`src/rtl/accel_mem_arbiter_pkg.sv`:
```
// Shared types for the accelerator RAM port-A arbiter: priority modes and requester ids.
package cfg_types_pkg;

  typedef enum logic [1:0] {
    ARB_RR       = 2'd0,
    ARB_ACC_PRIO = 2'd1,
    ARB_BUS_PRIO = 2'd2,
    ARB_RSVD     = 2'd3
  } arb_mode_t;

  typedef enum logic {
    REQ_BUS = 1'b0,
    REQ_ACC = 1'b1
  } req_id_t;

  localparam int unsigned CONFLICT_CNT_W = 16;
  localparam int unsigned WAIT_CNT_W     = 4;

  function automatic req_id_t other_req(input req_id_t id);
    return (id == REQ_BUS) ? REQ_ACC : REQ_BUS;
  endfunction

endpackage

```
`src/rtl/accel_mem_arbiter_if.sv`:
```
// Bundle of requester, RAM port-A and status signals around the port-A arbiter.
interface accel_mem_arbiter_if #(
  parameter int unsigned ADDR_WIDTH = 10,
  parameter int unsigned DATA_WIDTH = 32
);
  localparam int unsigned BE_WIDTH = DATA_WIDTH / 8;

  cfg_types_pkg::arb_mode_t mode;

  logic                  bus_req;
  logic                  bus_we;
  logic [ADDR_WIDTH-1:0] bus_addr;
  logic [BE_WIDTH-1:0]   bus_be;
  logic [DATA_WIDTH-1:0] bus_wdata;
  logic                  bus_gnt;
  logic                  bus_rvalid;
  logic [DATA_WIDTH-1:0] bus_rdata;

  logic                  acc_req;
  logic                  acc_we;
  logic [ADDR_WIDTH-1:0] acc_addr;
  logic [BE_WIDTH-1:0]   acc_be;
  logic [DATA_WIDTH-1:0] acc_wdata;
  logic                  acc_gnt;
  logic                  acc_rvalid;
  logic [DATA_WIDTH-1:0] acc_rdata;

  logic                  mem_en;
  logic                  mem_we;
  logic [ADDR_WIDTH-1:0] mem_addr;
  logic [BE_WIDTH-1:0]   mem_be;
  logic [DATA_WIDTH-1:0] mem_wdata;
  logic [DATA_WIDTH-1:0] mem_rdata;

  logic [15:0]           conflict_cnt;

  modport slave (
    input  mode,
    input  bus_req, bus_we, bus_addr, bus_be, bus_wdata,
    input  acc_req, acc_we, acc_addr, acc_be, acc_wdata,
    input  mem_rdata,
    output bus_gnt, bus_rvalid, bus_rdata,
    output acc_gnt, acc_rvalid, acc_rdata,
    output mem_en, mem_we, mem_addr, mem_be, mem_wdata,
    output conflict_cnt
  );

  modport master (
    output mode,
    output bus_req, bus_we, bus_addr, bus_be, bus_wdata,
    output acc_req, acc_we, acc_addr, acc_be, acc_wdata,
    output mem_rdata,
    input  bus_gnt, bus_rvalid, bus_rdata,
    input  acc_gnt, acc_rvalid, acc_rdata,
    input  mem_en, mem_we, mem_addr, mem_be, mem_wdata,
    input  conflict_cnt
  );
endinterface

```
`src/rtl/accel_mem_arbiter_wait_cnt.sv`:
```
// Per-requester wait counter; saturates at MAX_WAIT and flags starvation.
module arb_wait_cnt
  import cfg_types_pkg::*;
#(
  parameter int unsigned MAX_WAIT = 4
) (
  input  logic clk,
  input  logic rst_n,
  input  logic req,
  input  logic gnt,
  output logic starved
);

  localparam logic [WAIT_CNT_W-1:0] MAX_W = WAIT_CNT_W'(MAX_WAIT);

  logic [WAIT_CNT_W-1:0] r_cnt;

  // Count denied cycles; any grant or dropped request restarts the count.
  always_ff @(posedge clk or negedge rst_n) begin
    if (!rst_n) begin
      r_cnt <= 4'd0;
    end else if (!req || gnt) begin
      r_cnt <= 4'd0;
    end else if (r_cnt != MAX_W) begin
      r_cnt <= r_cnt + 4'd1;
    end else begin
      r_cnt <= r_cnt;
    end
  end

  assign starved = (r_cnt == MAX_W);

endmodule

```
`src/rtl/accel_mem_arbiter.sv`:
```
// RAM port-A arbiter between the bus slave and accelerator port B, with starvation
// guard, one-cycle response routing and a saturating contention counter.
module accel_mem_arbiter
  import cfg_types_pkg::*;
#(
  parameter int unsigned ADDR_WIDTH = 10,
  parameter int unsigned DATA_WIDTH = 32,
  parameter int unsigned MAX_WAIT   = 4
) (
  input  logic               clk,
  input  logic               rst_n,
  accel_mem_arbiter_if.slave arb
);

  localparam int unsigned BE_WIDTH = DATA_WIDTH / 8;

  logic                      w_contention;
  logic                      w_bus_starved;
  logic                      w_acc_starved;
  logic                      w_bus_gnt;
  logic                      w_acc_gnt;
  logic                      w_any_gnt;
  req_id_t                   w_winner;
  logic                      w_mem_we;
  logic [ADDR_WIDTH-1:0]     w_mem_addr;
  logic [BE_WIDTH-1:0]       w_mem_be;
  logic [DATA_WIDTH-1:0]     w_mem_wdata;
  logic                      w_bus_rvalid;
  logic                      w_acc_rvalid;

  req_id_t                   r_last_winner;
  req_id_t                   r_rsp_owner;
  logic                      r_rsp_pending;
  logic [CONFLICT_CNT_W-1:0] r_conflict_cnt;

  arb_wait_cnt #(.MAX_WAIT(MAX_WAIT)) u_bus_wait (
    .clk     (clk),
    .rst_n   (rst_n),
    .req     (arb.bus_req),
    .gnt     (w_bus_gnt),
    .starved (w_bus_starved)
  );

  arb_wait_cnt #(.MAX_WAIT(MAX_WAIT)) u_acc_wait (
    .clk     (clk),
    .rst_n   (rst_n),
    .req     (arb.acc_req),
    .gnt     (w_acc_gnt),
    .starved (w_acc_starved)
  );

  assign w_contention = arb.bus_req & arb.acc_req;
  assign w_any_gnt    = w_bus_gnt | w_acc_gnt;

  // Grant decision: starvation first, then the mode; reserved mode falls back to round-robin.
  always_comb begin
    w_winner  = r_last_winner;
    w_bus_gnt = 1'b0;
    w_acc_gnt = 1'b0;
    if (w_contention) begin
      if (w_bus_starved && w_acc_starved) begin
        w_winner = other_req(r_last_winner);
      end else if (w_bus_starved) begin
        w_winner = REQ_BUS;
      end else if (w_acc_starved) begin
        w_winner = REQ_ACC;
      end else begin
        case (arb.mode)
          ARB_ACC_PRIO: w_winner = REQ_ACC;
          ARB_BUS_PRIO: w_winner = REQ_BUS;
          default:      w_winner = other_req(r_last_winner);
        endcase
      end
      w_bus_gnt = (w_winner == REQ_BUS);
      w_acc_gnt = (w_winner == REQ_ACC);
    end else if (arb.bus_req) begin
      w_winner  = REQ_BUS;
      w_bus_gnt = 1'b1;
    end else if (arb.acc_req) begin
      w_winner  = REQ_ACC;
      w_acc_gnt = 1'b1;
    end else begin
      w_winner  = r_last_winner;
    end
  end

  // Port-A request mux; all fields are forced to zero without a grant.
  always_comb begin
    w_mem_we    = 1'b0;
    w_mem_addr  = '0;
    w_mem_be    = '0;
    w_mem_wdata = '0;
    if (w_bus_gnt) begin
      w_mem_we    = arb.bus_we;
      w_mem_addr  = arb.bus_addr;
      w_mem_be    = arb.bus_be;
      w_mem_wdata = arb.bus_wdata;
    end else if (w_acc_gnt) begin
      w_mem_we    = arb.acc_we;
      w_mem_addr  = arb.acc_addr;
      w_mem_be    = arb.acc_be;
      w_mem_wdata = arb.acc_wdata;
    end else begin
      w_mem_we    = 1'b0;
    end
  end

  // Winner history and response ownership, refreshed on every grant.
  always_ff @(posedge clk or negedge rst_n) begin
    if (!rst_n) begin
      r_last_winner <= REQ_ACC;
      r_rsp_owner   <= REQ_BUS;
      r_rsp_pending <= 1'b0;
    end else if (w_any_gnt) begin
      r_last_winner <= w_winner;
      r_rsp_owner   <= w_winner;
      r_rsp_pending <= 1'b1;
    end else begin
      r_last_winner <= r_last_winner;
      r_rsp_owner   <= r_rsp_owner;
      r_rsp_pending <= 1'b0;
    end
  end

  // Saturating count of cycles in which both requesters competed.
  always_ff @(posedge clk or negedge rst_n) begin
    if (!rst_n) begin
      r_conflict_cnt <= 16'd0;
    end else if (w_contention && (r_conflict_cnt != 16'hFFFF)) begin
      r_conflict_cnt <= r_conflict_cnt + 16'd1;
    end else begin
      r_conflict_cnt <= r_conflict_cnt;
    end
  end

  assign w_bus_rvalid = r_rsp_pending & (r_rsp_owner == REQ_BUS);
  assign w_acc_rvalid = r_rsp_pending & (r_rsp_owner == REQ_ACC);

  assign arb.bus_gnt      = w_bus_gnt;
  assign arb.acc_gnt      = w_acc_gnt;
  assign arb.bus_rvalid   = w_bus_rvalid;
  assign arb.acc_rvalid   = w_acc_rvalid;
  assign arb.bus_rdata    = w_bus_rvalid ? arb.mem_rdata : '0;
  assign arb.acc_rdata    = w_acc_rvalid ? arb.mem_rdata : '0;
  assign arb.mem_en       = w_any_gnt;
  assign arb.mem_we       = w_mem_we;
  assign arb.mem_addr     = w_mem_addr;
  assign arb.mem_be       = w_mem_be;
  assign arb.mem_wdata    = w_mem_wdata;
  assign arb.conflict_cnt = r_conflict_cnt;

endmodule
```
`src/flat_wrapper.sv`:
```
// flat-port wrapper written by rule: the top's interface ports become plain ports
module accel_mem_arbiter_flat import cfg_types_pkg::*;
#(
  parameter int unsigned ADDR_WIDTH = 10,
  parameter int unsigned DATA_WIDTH = 32,
  parameter int unsigned MAX_WAIT   = 4
)
  (clk, rst_n, arb_mode, arb_bus_req, arb_bus_we, arb_bus_addr, arb_bus_be, arb_bus_wdata, arb_acc_req, arb_acc_we, arb_acc_addr, arb_acc_be, arb_acc_wdata, arb_mem_rdata, arb_bus_gnt, arb_bus_rvalid, arb_bus_rdata, arb_acc_gnt, arb_acc_rvalid, arb_acc_rdata, arb_mem_en, arb_mem_we, arb_mem_addr, arb_mem_be, arb_mem_wdata, arb_conflict_cnt);
  accel_mem_arbiter_if #(.ADDR_WIDTH(ADDR_WIDTH), .DATA_WIDTH(DATA_WIDTH)) arb_i ();
  input  logic clk;
  input  logic rst_n;
  input wire logic [$bits(arb_i.mode)-1:0] arb_mode;
  input wire logic [$bits(arb_i.bus_req)-1:0] arb_bus_req;
  input wire logic [$bits(arb_i.bus_we)-1:0] arb_bus_we;
  input wire logic [$bits(arb_i.bus_addr)-1:0] arb_bus_addr;
  input wire logic [$bits(arb_i.bus_be)-1:0] arb_bus_be;
  input wire logic [$bits(arb_i.bus_wdata)-1:0] arb_bus_wdata;
  input wire logic [$bits(arb_i.acc_req)-1:0] arb_acc_req;
  input wire logic [$bits(arb_i.acc_we)-1:0] arb_acc_we;
  input wire logic [$bits(arb_i.acc_addr)-1:0] arb_acc_addr;
  input wire logic [$bits(arb_i.acc_be)-1:0] arb_acc_be;
  input wire logic [$bits(arb_i.acc_wdata)-1:0] arb_acc_wdata;
  input wire logic [$bits(arb_i.mem_rdata)-1:0] arb_mem_rdata;
  output wire logic [$bits(arb_i.bus_gnt)-1:0] arb_bus_gnt;
  output wire logic [$bits(arb_i.bus_rvalid)-1:0] arb_bus_rvalid;
  output wire logic [$bits(arb_i.bus_rdata)-1:0] arb_bus_rdata;
  output wire logic [$bits(arb_i.acc_gnt)-1:0] arb_acc_gnt;
  output wire logic [$bits(arb_i.acc_rvalid)-1:0] arb_acc_rvalid;
  output wire logic [$bits(arb_i.acc_rdata)-1:0] arb_acc_rdata;
  output wire logic [$bits(arb_i.mem_en)-1:0] arb_mem_en;
  output wire logic [$bits(arb_i.mem_we)-1:0] arb_mem_we;
  output wire logic [$bits(arb_i.mem_addr)-1:0] arb_mem_addr;
  output wire logic [$bits(arb_i.mem_be)-1:0] arb_mem_be;
  output wire logic [$bits(arb_i.mem_wdata)-1:0] arb_mem_wdata;
  output wire logic [$bits(arb_i.conflict_cnt)-1:0] arb_conflict_cnt;
  assign arb_i.mode = arb_mode;
  assign arb_i.bus_req = arb_bus_req;
  assign arb_i.bus_we = arb_bus_we;
  assign arb_i.bus_addr = arb_bus_addr;
  assign arb_i.bus_be = arb_bus_be;
  assign arb_i.bus_wdata = arb_bus_wdata;
  assign arb_i.acc_req = arb_acc_req;
  assign arb_i.acc_we = arb_acc_we;
  assign arb_i.acc_addr = arb_acc_addr;
  assign arb_i.acc_be = arb_acc_be;
  assign arb_i.acc_wdata = arb_acc_wdata;
  assign arb_i.mem_rdata = arb_mem_rdata;
  assign arb_bus_gnt = arb_i.bus_gnt;
  assign arb_bus_rvalid = arb_i.bus_rvalid;
  assign arb_bus_rdata = arb_i.bus_rdata;
  assign arb_acc_gnt = arb_i.acc_gnt;
  assign arb_acc_rvalid = arb_i.acc_rvalid;
  assign arb_acc_rdata = arb_i.acc_rdata;
  assign arb_mem_en = arb_i.mem_en;
  assign arb_mem_we = arb_i.mem_we;
  assign arb_mem_addr = arb_i.mem_addr;
  assign arb_mem_be = arb_i.mem_be;
  assign arb_mem_wdata = arb_i.mem_wdata;
  assign arb_conflict_cnt = arb_i.conflict_cnt;
  accel_mem_arbiter #(.ADDR_WIDTH(ADDR_WIDTH), .DATA_WIDTH(DATA_WIDTH), .MAX_WAIT(MAX_WAIT)) u_core (.clk(clk), .rst_n(rst_n), .arb(arb_i));
endmodule
```
`config.mk`:
```
export PLATFORM = sky130hd
export DESIGN_NAME = accel_mem_arbiter_flat
export DESIGN_NICKNAME = d
export VERILOG_FILES = /design/src/rtl/accel_mem_arbiter_pkg.sv /design/src/rtl/accel_mem_arbiter_if.sv /design/src/rtl/accel_mem_arbiter_wait_cnt.sv /design/src/rtl/accel_mem_arbiter.sv /design/src/flat_wrapper.sv
export SDC_FILE = /design/constraint.sdc
export NUM_CORES = 1
export LEC_CHECK = 0
export ABC_CLOCK_PERIOD_IN_PS = 2750
export BUFFER_PORTS_ARGS = -buffer_cell sky130_fd_sc_hd__buf_2
export CORE_AREA = 3 3 102 104
export DETAILED_ROUTE_END_ITERATION = 16
export DIE_AREA = 0 0 105 107
export RECOVER_POWER = 100
export SYNTH_ARGS = -nofsm -noshare
export SYNTH_HDL_FRONTEND = slang
export SYNTH_SLANG_ARGS = --single-unit
```
`constraint.sdc`:
```
create_clock -name clk -period 2.75 [get_ports clk]
set_clock_uncertainty 0.1 [all_clocks]
set_input_delay 0.4125 -clock clk [delete_from_list [all_inputs] [get_ports clk]]
set_output_delay 0.4125 -clock clk [all_outputs]
set_load 0.02 [all_outputs]
```
Word-level counts from Yosys, hierarchy flattened
Cells that the tools add are included.
- bits in registers: 27
- memories: 0
- latch bits: 0
- bits in read-only memories: 0
- word-level logic and storage cells: 59
- input bits: 132
- memory bits (writable): 0
- output and inout port bits: 132
- bitwise logic cells: 6
- magnitude comparators: 0
- $add $sub $neg: 3
- shifts and indexed selects: 0
- eq/ne operators: 7
- $mul: 0
- mux-type cells: 29
- reductions and logical operators: 8
- divide/modulo/power cells: 0
- operator list (operator ; number):
    $mux 32 ; 4
    $mux 4 ; 6
    $mux 10 ; 2
    $add 16x1->16 const B ; 1
    $mux 1 ; 16
    $ne 16x16->1 const B ; 1
    $add 4x1->4 const B ; 2
    $eq 4x3->1 const B ; 2
    $ne 4x3->1 const B ; 2
    $reduce_bool 2->1 ; 2
    $and 1x1->1 ; 3
    $eq 2x1->1 const B ; 1
    $eq 2x2->1 const B ; 1
    $logic_and 1x1->1 ; 2
    $logic_not 1->1 ; 2
    $logic_or 1x1->1 ; 2
    $not 1->1 ; 2
    $pmux 1 s2 ; 1
    $or 1x1->1 ; 1

Logic depth before layout (Yosys ltp)
Gate-level depths: netlist of the first run.
- depth in word-level cells: 10
- depth in mapped cells: 9
- depth with buffers taken out: 6

By module
A second synthesis of the first run with hierarchy kept.
- cell total of the unflattened synthesis: 262
- area, all modules: 2337.2 µm²
- modules (own cells, without submodules) (module ; area an instance (µm²) ; sequential area each (µm²) ; cells each ; instances):
    accel_mem_arbiter ; 1901.8 ; 476.7 ; 222 ; 1
    arb_wait_cnt ; 217.7 ; 100.1 ; 20 ; 2

Worst setup path before layout of the first run
Ideal clock, no wire load.
- kind: register to output
- start point: register u_core.u_bus_wait.r_cnt[0]
- end point: output arb_mem_wdata[22]
- cell stages (with the launch flop): 9
- path slack: 0.285 ns
- required time: 2.237 ns
- data arrival time: 1.953 ns
- buffers on the path: 2
- cell sequence: dfrtp_1 -> inv_1 -> ha_1 -> and3b_1 -> clkbuf_1 -> a31oi_2 -> o22ai_1 -> clkbuf_1 -> a22o_1
- cells in the longest elaborated chain, start to end: 7
- elaborated cells between the ends (all ways): 10
- those cells by class: 1 x eq/ne; 7 x mux; 1 x bitwise; 1 x reduce/logical
- ends and longest elaborated chain (element ; line ; text):
    start: declaration ; accel_mem_arbiter_wait_cnt.sv:16 ; logic [WAIT_CNT_W-1:0] r_cnt;
    start signal: assignment ; accel_mem_arbiter_wait_cnt.sv:25 ; r_cnt <= r_cnt + 4'd1;
    start signal: assignment ; accel_mem_arbiter_wait_cnt.sv:27 ; r_cnt <= r_cnt;
    $eq 4x3->1 (*) ; accel_mem_arbiter_wait_cnt.sv:31 ; assign starved = (r_cnt == MAX_W);
    $mux 1 / $logic_and 1x1->1 (equally long branches) ; accel_mem_arbiter.sv:63, accel_mem_arbiter.sv:61 ;
    $mux 1 (*) ; accel_mem_arbiter.sv:61 ; if (w_bus_starved && w_acc_starved) begin
    $mux 1 (*) ; accel_mem_arbiter.sv:60 ; if (w_contention) begin
    $not 1->1 (*) ; accel_mem_arbiter.sv:74 ; w_bus_gnt = (w_winner == REQ_BUS);
    $mux 1 (*) ; accel_mem_arbiter.sv:60 ;
    via arb_bus_gnt ; flat_wrapper.sv:24 ; output wire logic [$bits(arb_i.bus_gnt)-1:0] arb_bus_gnt;
    $mux 32 (*) ; accel_mem_arbiter.sv:93 ; if (w_bus_gnt) begin
    end: declaration ; flat_wrapper.sv:34 ; output wire logic [$bits(arb_i.mem_wdata)-1:0] arb_mem_wdata;
Mark *: on every way through the listed nets, which the timed path passes. The rest lies on a longest branch. The select of a mux whose other input is x is not followed.

Worst setup path in the final report of the first run
- start point: register u_core.u_bus_wait.r_cnt[1]
- end point: output arb_mem_wdata[24]
- cells in the longest elaborated chain, start to end: 7
- elaborated cells between the ends (all ways): 10
- those cells by class: 1 x eq/ne; 7 x mux; 1 x bitwise; 1 x reduce/logical
- ends and longest elaborated chain (element ; line):
    $eq 4x3->1 (*) ; accel_mem_arbiter_wait_cnt.sv:31
    $mux 1 / $logic_and 1x1->1 (equally long branches) ; accel_mem_arbiter.sv:63, accel_mem_arbiter.sv:61
    $mux 1 (*) ; accel_mem_arbiter.sv:61
    $mux 1 (*) ; accel_mem_arbiter.sv:60
    $mux 1 / $not 1->1 (equally long branches) ; accel_mem_arbiter.sv:60, accel_mem_arbiter.sv:74
    $mux 32 / $mux 1 (equally long branches) ; accel_mem_arbiter.sv:98, accel_mem_arbiter.sv:60
    $mux 32 (*) ; accel_mem_arbiter.sv:93
Mark *: on every way between the ends. The rest lies on a longest branch, timed or not. The select of a mux whose other input is x is not followed.

==> flow_metrics.env, run 1 <==
export IMPL_run_status="finished clean"
export IMPL_num_nets_final=672
export IMPL_grt_overflow_total=0
export IMPL_clock_power_share_pct=11.8
export IMPL_synth_net_count=398
export IMPL_num_cts_buffers=3
export IMPL_timing_final_setup_violations=0
export IMPL_drv_cap=0
export IMPL_worst_ep_required_time_ns=2.24
export IMPL_insertedDiodeCount=0
export IMPL_yosys_register_bits=27
export IMPL_clk_transition_reported_paths_ns=0.09
export IMPL_detailed_route_via_count=3111
export IMPL_clockRootBuffer="sky130_fd_sc_hd__clkbuf_8"
export IMPL_place_congestion=0.942
export IMPL_post_synth_cell_area_avg_um2=8.64
export IMPL_rsz_0062_raised_after_global_routing="true"
export IMPL_max_slew_margin_pct=3.90
export IMPL_layout_core_utilization_pct=44.5
export IMPL_netlist_instances=260
export IMPL_switching_share_pct=42.9
export IMPL_die_width_um=105
export IMPL_floorplan_io_pins=264
export IMPL_yosys_warnings=0
export IMPL_critical_path_peak_fanout=12
export IMPL_floorplan_initialDensity_pct=23.3
export IMPL_critical_path_class="register to primary output"
export IMPL_total_power_mw=1.85
export IMPL_leakage_nw=2.32
export IMPL_routed_wire_length_per_instance_um=16.8
export IMPL_critical_path_endpoint_type="primary output"
export IMPL_antenna_found_initial=0
export IMPL_y_dimension_of_the_die_um=107
export IMPL_holdBufCountCts=0
export IMPL_netlist_top_cell_by_area="sky130_fd_sc_hd__dfrtp_1"
export IMPL_insertion_delay_ns=0.26
export IMPL_combPwrFrac_pct=59.8
export IMPL_synth_cell_types=37
export IMPL_detailedRoute_firstPassIterationCount=4
export IMPL_grt_pass1_vias=2834
export IMPL_syn_area_um2=2250
export IMPL_vias_per_cell=4.67
export IMPL_drc=0
export IMPL_tritoncts_num_sinks=27
export IMPL_synth_top_cell_area_share_pct=29.0
export IMPL_vdd_ir_drop_worst_mv=0.352
export IMPL_tritoncts="yes"
export IMPL_synthToLayoutAreaGrowth_pct=91.2
export IMPL_dpl_hpwl_mm=8.10
export IMPL_grt_pass1_wl_mm=15.2
export IMPL_layout_min_cycle_time_ns=2.70
export IMPL_final_hold_violation_count=0
export IMPL_grt_start_max_net_pins=49
export IMPL_final_setup_worst_slack_ns=0.0536
export IMPL_place_ws_ns=0.0269
export IMPL_synth_top_cells_by_area="sky130_fd_sc_hd__dfrtp_1 (29%), sky130_fd_sc_hd__a22o_1 (18%), sky130_fd_sc_hd__and2_1 (9.2%)"
export IMPL_place_port_buffers=263
export IMPL_worst_ep_arrival_time_ns=2.18
export IMPL_switchingPower_uw=792
export IMPL_track_usage_pct=16.5
export IMPL_achievable_frequency_mhz=371
export IMPL_num_rows=36
export IMPL_clock_tree_buffer_depth=2
export IMPL_die_area_um2=11200
export IMPL_clock_tree_htree_level_count=1
export IMPL_synth_seq_area_share_pct=30.1
export IMPL_power_per_cell_area_nw_per_um2=430
export IMPL_drtAntennaViolNets=0
export IMPL_timing_final_crit_share_pct=98.1
export IMPL_detailed_router_s_first_iteration_violation_count=190
export IMPL_core_area_um2=9640
export IMPL_worst_hold_slack_ns=0.369
export IMPL_worstMarginPinSlew_ns=1.44
export IMPL_share_seq_of_total_power_pct=28.4
export IMPL_maxSlewViolCount=0
export IMPL_totalWireLength_mm=11.2
export IMPL_internal_power_mw=1.05
export IMPL_worstHoldPathType="input port to async pin"
export IMPL_post_route_cells_drive_above_1_share_pct=49.0
export IMPL_critical_path_startpoint_type="register"
## sequential cells by signal, indices dropped and copies added (netlist names)
signal and cells:
u_core.arb.conflict_cnt 16, u_core.r_last_winner 1, u_core.r_rsp_owner 1, u_core.r_rsp_pending 1, u_core.u_acc_wait.r_cnt 4, u_core.u_bus_wait.r_cnt 4
## cell usage in the layout, fill, tap and decap left out, types with 2 or more instances in the layout
master,Yosys,layout
sky130_fd_sc_hd__nand2b_1,2,2
sky130_fd_sc_hd__buf_12,0,3
sky130_fd_sc_hd__clkbuf_8,0,3
sky130_fd_sc_hd__nand2_1,5,5
sky130_fd_sc_hd__dfrtp_1,26,26
sky130_fd_sc_hd__nand3_1,7,7
sky130_fd_sc_hd__xnor2_1,7,7
sky130_fd_sc_hd__and2_1,33,33
sky130_fd_sc_hd__clkbuf_1,14,51
sky130_fd_sc_hd__a21oi_1,4,4
sky130_fd_sc_hd__xor2_1,12,12
sky130_fd_sc_hd__inv_1,7,4
sky130_fd_sc_hd__a22o_1,47,46
sky130_fd_sc_hd__buf_4,0,25
sky130_fd_sc_hd__clkbuf_16,0,4
sky130_fd_sc_hd__inv_2,0,3
sky130_fd_sc_hd__and3_1,32,32
sky130_fd_sc_hd__a21o_1,2,2
sky130_fd_sc_hd__nor4_1,5,5
sky130_fd_sc_hd__or2_2,2,2
sky130_fd_sc_hd__nor3_1,7,7
sky130_fd_sc_hd__buf_6,0,41
sky130_fd_sc_hd__nand4_1,4,4
sky130_fd_sc_hd__ha_1,6,4
sky130_fd_sc_hd__nor2_1,12,12
sky130_fd_sc_hd__buf_2,8,166
## power groups by stage
stage,clock (mW),combinational (mW),sequential [mW]
final,0.219,1.10,0.524
after global placement,0,0.918,0.528
after floorplan,0,0.492,0.580
after CTS,0.230,0.952,0.523
after detailed placement,0,0.926,0.530
after global routing,0.247,1.18,0.535
## cell type report
| class | instances | area (um^2) |
|---|---|---|
| inverter | 7 | 26.3 |
| fill | 993 | 5350 |
| timing repair buffer | 291 | 1870 |
| multi-input combinational | 204 | 1510 |
| tap | 133 | 166 |
| sequential | 27 | 677 |
| clock buffer | 4 | 45.0 |
## kinds of logic after synthesis
logic type,count (synthesis),share of synthesized area (%)
simple gates,117,30.6
buf+inv,29,5.29
xor+xnor,19,7.41
flops,27,30.1
mux,2,0.947
fa+ha+maj,6,3.34
compound gates,60,22.2
## path summary, 6_finish.rpt
| path | slack, ns | start | depth (start not counted) | endpoint |
|---|---|---|---|---|
| max | 0.05 | u_core.u_bus_wait.r_cnt[1] | 9 | arb_mem_wdata[24] |
| min | 0.37 | rst_n | 1 | u_core.arb.conflict_cnt[14] |
| max reg2reg | 0.73 | u_core.arb.conflict_cnt[0] | 6 | u_core.arb.conflict_cnt[1] |
| min reg2reg | 0.40 | u_core.arb.conflict_cnt[15] | 1 | u_core.arb.conflict_cnt[15] |
| max in group asynchronous | 1.34 | rst_n | 1 | u_core.u_bus_wait.r_cnt[0] |
| min in group clk | 0.39 | arb_acc_req | 2 | u_core.r_rsp_pending |
## critical path, stage by stage (launching register included)
cell,delay (ns)
sky130_fd_sc_hd__dfrtp_1,0.42
sky130_fd_sc_hd__inv_1,0.07
sky130_fd_sc_hd__ha_2,0.17
sky130_fd_sc_hd__and3b_2,0.24
sky130_fd_sc_hd__a31oi_4,0.05
sky130_fd_sc_hd__buf_6,0.13
sky130_fd_sc_hd__o21a_4,0.26
sky130_fd_sc_hd__clkbuf_16,0.19
sky130_fd_sc_hd__a22o_1,0.25
sky130_fd_sc_hd__buf_6,0.14
## Yosys cell counts (all sizes together)
cell type and number:
nor2 12, o22ai 1, nand2 5, xor2 12, nand2b 2, and3 32
nor4 5, mux2i 1, mux2 1, o21bai 1, a22o 47, or4 1
buf 8, a21o 2, nand4 4, dfrtp 26, o21ai 2, inv 7
nand3 8, a31oi 1, and2 33, or3 1, o2111ai 1, nor2b 1
nor3 7, nor3b 1, nand3b 1, clkbuf 14, or2 2, ha 6
o21a 1, a21oi 4, and3b 1, xnor2 7, nor4b 1, dfstp 1
## repair_timing
| action | in CTS | in global routing |
|---|---|---|
| endpoints found under the setup margin | 48 | 48 |
| gates cloned | 1 | 7 |
| endpoints found under the hold margin | 0 | 0 |
| resized for setup | 5 | 97 |
| pin swaps | 1 | 15 |
| setup buffers | 2 | 11 |
## stage by stage
stage          instances  setup TNS [ns]  cell area [um^2]
3_5_place_dp         643               0              3740
6_report             666               0              4290
5_1_grt              666           -2.23              4290
4_1_cts              650               0              3850
3_3_place_gp         643               0              3740
2_1_floorplan        260               0              2250
## metal layers
layer / vias up / GRT usage (%) / share of wire (%)
li1: 1495 / - / -
met1: 1428 / 20.4 / 40
met2: 184 / 30.1 / 50
met3: 4 / 4.09 / 9.5
met4: 0 / 1.22 / 0.38
met5: - / 0 / 0
Power figures use the tool's default switching activity.
==> run 2, diff against run 1 <==
--- a/config.mk
+++ b/config.mk
@@ -5,7 +5,7 @@
 export SDC_FILE = /design/constraint.sdc
 export NUM_CORES = 1
 export LEC_CHECK = 0
-export ABC_CLOCK_PERIOD_IN_PS = 2750
+export ABC_CLOCK_PERIOD_IN_PS = 3000
 export BUFFER_PORTS_ARGS = -buffer_cell sky130_fd_sc_hd__buf_2
 export CORE_AREA = 3 3 102 104
 export DETAILED_ROUTE_END_ITERATION = 16
==> constraint.sdc (replaced) <==
create_clock -name clk -period 3 [get_ports clk]
set_clock_uncertainty 0.1 [all_clocks]
set_input_delay 0.45 -clock clk [delete_from_list [all_inputs] [get_ports clk]]
set_output_delay 0.45 -clock clk [all_outputs]
set_load 0.005 [all_outputs]
==> flow_metrics.env, run 2 (synthesis results as in run 1) <==
export IMPL_layout_min_cycle_time_ns=2.80
export IMPL_vdd_ir_drop_worst_mv=0.207
export IMPL_tns_ns=0
export IMPL_clock_tree_htree_level_count=1
export IMPL_place_congestion=0.931
export IMPL_totalWireLength_mm=10.0
export IMPL_clk_transition_reported_paths_ns=0.09
export IMPL_die_area_um2=11200
export IMPL_maxSlewViolCount=0
export IMPL_rsz_0062_raised_after_global_routing="false"
export IMPL_most_common_layout_cells="sky130_fd_sc_hd__buf_2 (190), sky130_fd_sc_hd__clkbuf_1 (76), sky130_fd_sc_hd__a22o_1 (47)"
export IMPL_routed_wl_met2_mm=4.92
export IMPL_critical_path_startpoint_type="register"
export IMPL_wl_met3_um=818
export IMPL_num_rows=36
export IMPL_insertion_delay_ns=0.27
export IMPL_grt_start_max_net_pins=49
export IMPL_drv_cap=0
export IMPL_crit_reg2reg_capture="u_core.arb.conflict_cnt[1]"
export IMPL_clock_tree_buffer_depth=2
export IMPL_leakage_nw=2.03
export IMPL_detailed_route_via_count=2981
export IMPL_final_common_cell="sky130_fd_sc_hd__buf_2"
export IMPL_r2r_slack_ns=0.93
export IMPL_final_setup_worst_slack_ns=0.198
export IMPL_y_dimension_of_the_die_um=107
export IMPL_run_status="finished clean"
export IMPL_floorplan_io_pins=264
export IMPL_worstHoldPathType="input port to async pin"
export IMPL_critical_path_endpoint_type="primary output"
export IMPL_timing_final_setup_violations=0
export IMPL_post_route_cells_drive_above_1_share_pct=41.0
export IMPL_grt_pass1_vias=2885
export IMPL_worst_ep_required_time_ns=2.45
export IMPL_place_port_buffers=263
export IMPL_top_layer_used="met4"
export IMPL_holdBufCountCts=0
export IMPL_critical_path_class="register to primary output"
export IMPL_dpl_hpwl_mm=8.14
export IMPL_worstMarginPinSlew_ns=1.47
export IMPL_detailedRoute_firstPassIterationCount=4
export IMPL_timing_final_crit_share_pct=93.4
export IMPL_tritoncts="yes"
export IMPL_track_usage_pct=16.2
export IMPL_insertedDiodeCount=0
export IMPL_clockRootBuffer="sky130_fd_sc_hd__clkbuf_8"
export IMPL_max_slew_margin_pct=2.20
export IMPL_power_per_cell_area_nw_per_um2=346
export IMPL_achievable_frequency_mhz=357
export IMPL_final_hold_violation_count=0
export IMPL_detailed_router_s_first_iteration_violation_count=192
export IMPL_worst_hold_slack_ns=0.405
export IMPL_critical_path_peak_fanout=24
export IMPL_synthToLayoutAreaGrowth_pct=65.6
export IMPL_worst_ep_arrival_time_ns=2.25
export IMPL_tritoncts_num_sinks=27
export IMPL_die_width_um=105
export IMPL_routed_wire_length_per_instance_um=15.5
export IMPL_num_cts_buffers=3
export IMPL_core_area_um2=9640
export IMPL_place_ws_ns=0.271
export IMPL_wirelength_met1_mm=4.26
export IMPL_grt_pass1_wl_mm=15.0
export IMPL_vias_per_cell=4.60
export IMPL_drc=0
export IMPL_floorplan_initialDensity_pct=23.3
export IMPL_r2r_worst_path_cells=6
export IMPL_grt_overflow_total=0
export IMPL_antenna_found_initial=0
export IMPL_drtAntennaViolNets=0
export IMPL_num_nets_final=654
export IMPL_max_ffs_per_register=16
export IMPL_crit_reg2reg_launch="u_core.arb.conflict_cnt[0]"
[run 2: changes by cell type in the layout (fill, tap and decap cells not counted), moves of 7 or more]
cell,previous run,this run
sky130_fd_sc_hd__buf_6,41,0
sky130_fd_sc_hd__clkbuf_1,51,76
sky130_fd_sc_hd__and2_1,33,26
sky130_fd_sc_hd__buf_4,25,2
sky130_fd_sc_hd__and2_0,0,7
sky130_fd_sc_hd__buf_2,166,190
[run 2: per-stage QoR]
stage          utilization (%)  power, mW  instances  instance area (um^2)
2_1_floorplan                -      0.761        260                  2250
3_3_place_gp              38.7       1.10        641                  3730
3_5_place_dp              38.7       1.11        641                  3730
4_1_cts                   39.1       1.32        645                  3770
5_1_grt                   38.6       1.39        648                  3720
6_report                  38.6       1.29        648                  3720
[run 2: how the worst max path moves through the flow]
stage | startpoint | cells after the start | endpoint | slack (ns)
finish | u_core.u_bus_wait.r_cnt[0] | 8 | arb_mem_wdata[29] | 0.20
global route | u_core.u_bus_wait.r_cnt[0] | 8 | arb_mem_wdata[29] | 0.02
CTS | u_core.u_acc_wait.r_cnt[0] | 8 | arb_mem_wdata[30] | 0.03
detailed placement | u_core.u_acc_wait.r_cnt[0] | 8 | arb_mem_wdata[30] | 0.27
global placement | arb_mode[1] | 9 | arb_mem_wdata[30] | 0.32
floorplan | u_core.u_bus_wait.r_cnt[0] | 8 | arb_mem_wdata[10] | 0.67
[run 2: layer usage]
layer  up-vias  GRT usage [%]
met2       158           28.9
met3         6           4.03
met4         0           1.69
met5         -              0
li1       1463              -
met1      1354           20.3
[run 2: worst max-delay path: stages, from the launching register on]
cell and delay, ns:
sky130_fd_sc_hd__dfrtp_1 0.38, sky130_fd_sc_hd__inv_1 0.08, sky130_fd_sc_hd__ha_1 0.21, sky130_fd_sc_hd__and3b_1 0.27
sky130_fd_sc_hd__a31oi_4 0.24, sky130_fd_sc_hd__o21a_2 0.27, sky130_fd_sc_hd__buf_12 0.20, sky130_fd_sc_hd__a22o_1 0.16
sky130_fd_sc_hd__clkbuf_1 0.16
[run 2: repair_timing]
action	in CTS	in global routing
resized for setup	1	3
setup endpoints to repair	5	47
buffers inserted	0	2
gates cloned	0	1
[run 2: layout make-up]
cell class | instances | area [um^2]
Multi-Input combinational cell | 204 | 1480
Inverter | 7 | 26.3
Sequential cell | 27 | 677
Fill cell | 1051 | 5920
Timing Repair Buffer | 273 | 1330
Tap cell | 133 | 166
Clock buffer | 4 | 45.0
[run 2: power breakdown]
group	internal, mW	total (mW)	switching [mW]
Combinational	0.310	0.603	0.293
Clock	0.0951	0.205	0.110
Sequential	0.415	0.479	0.0640
Total	0.820	1.29	0.466
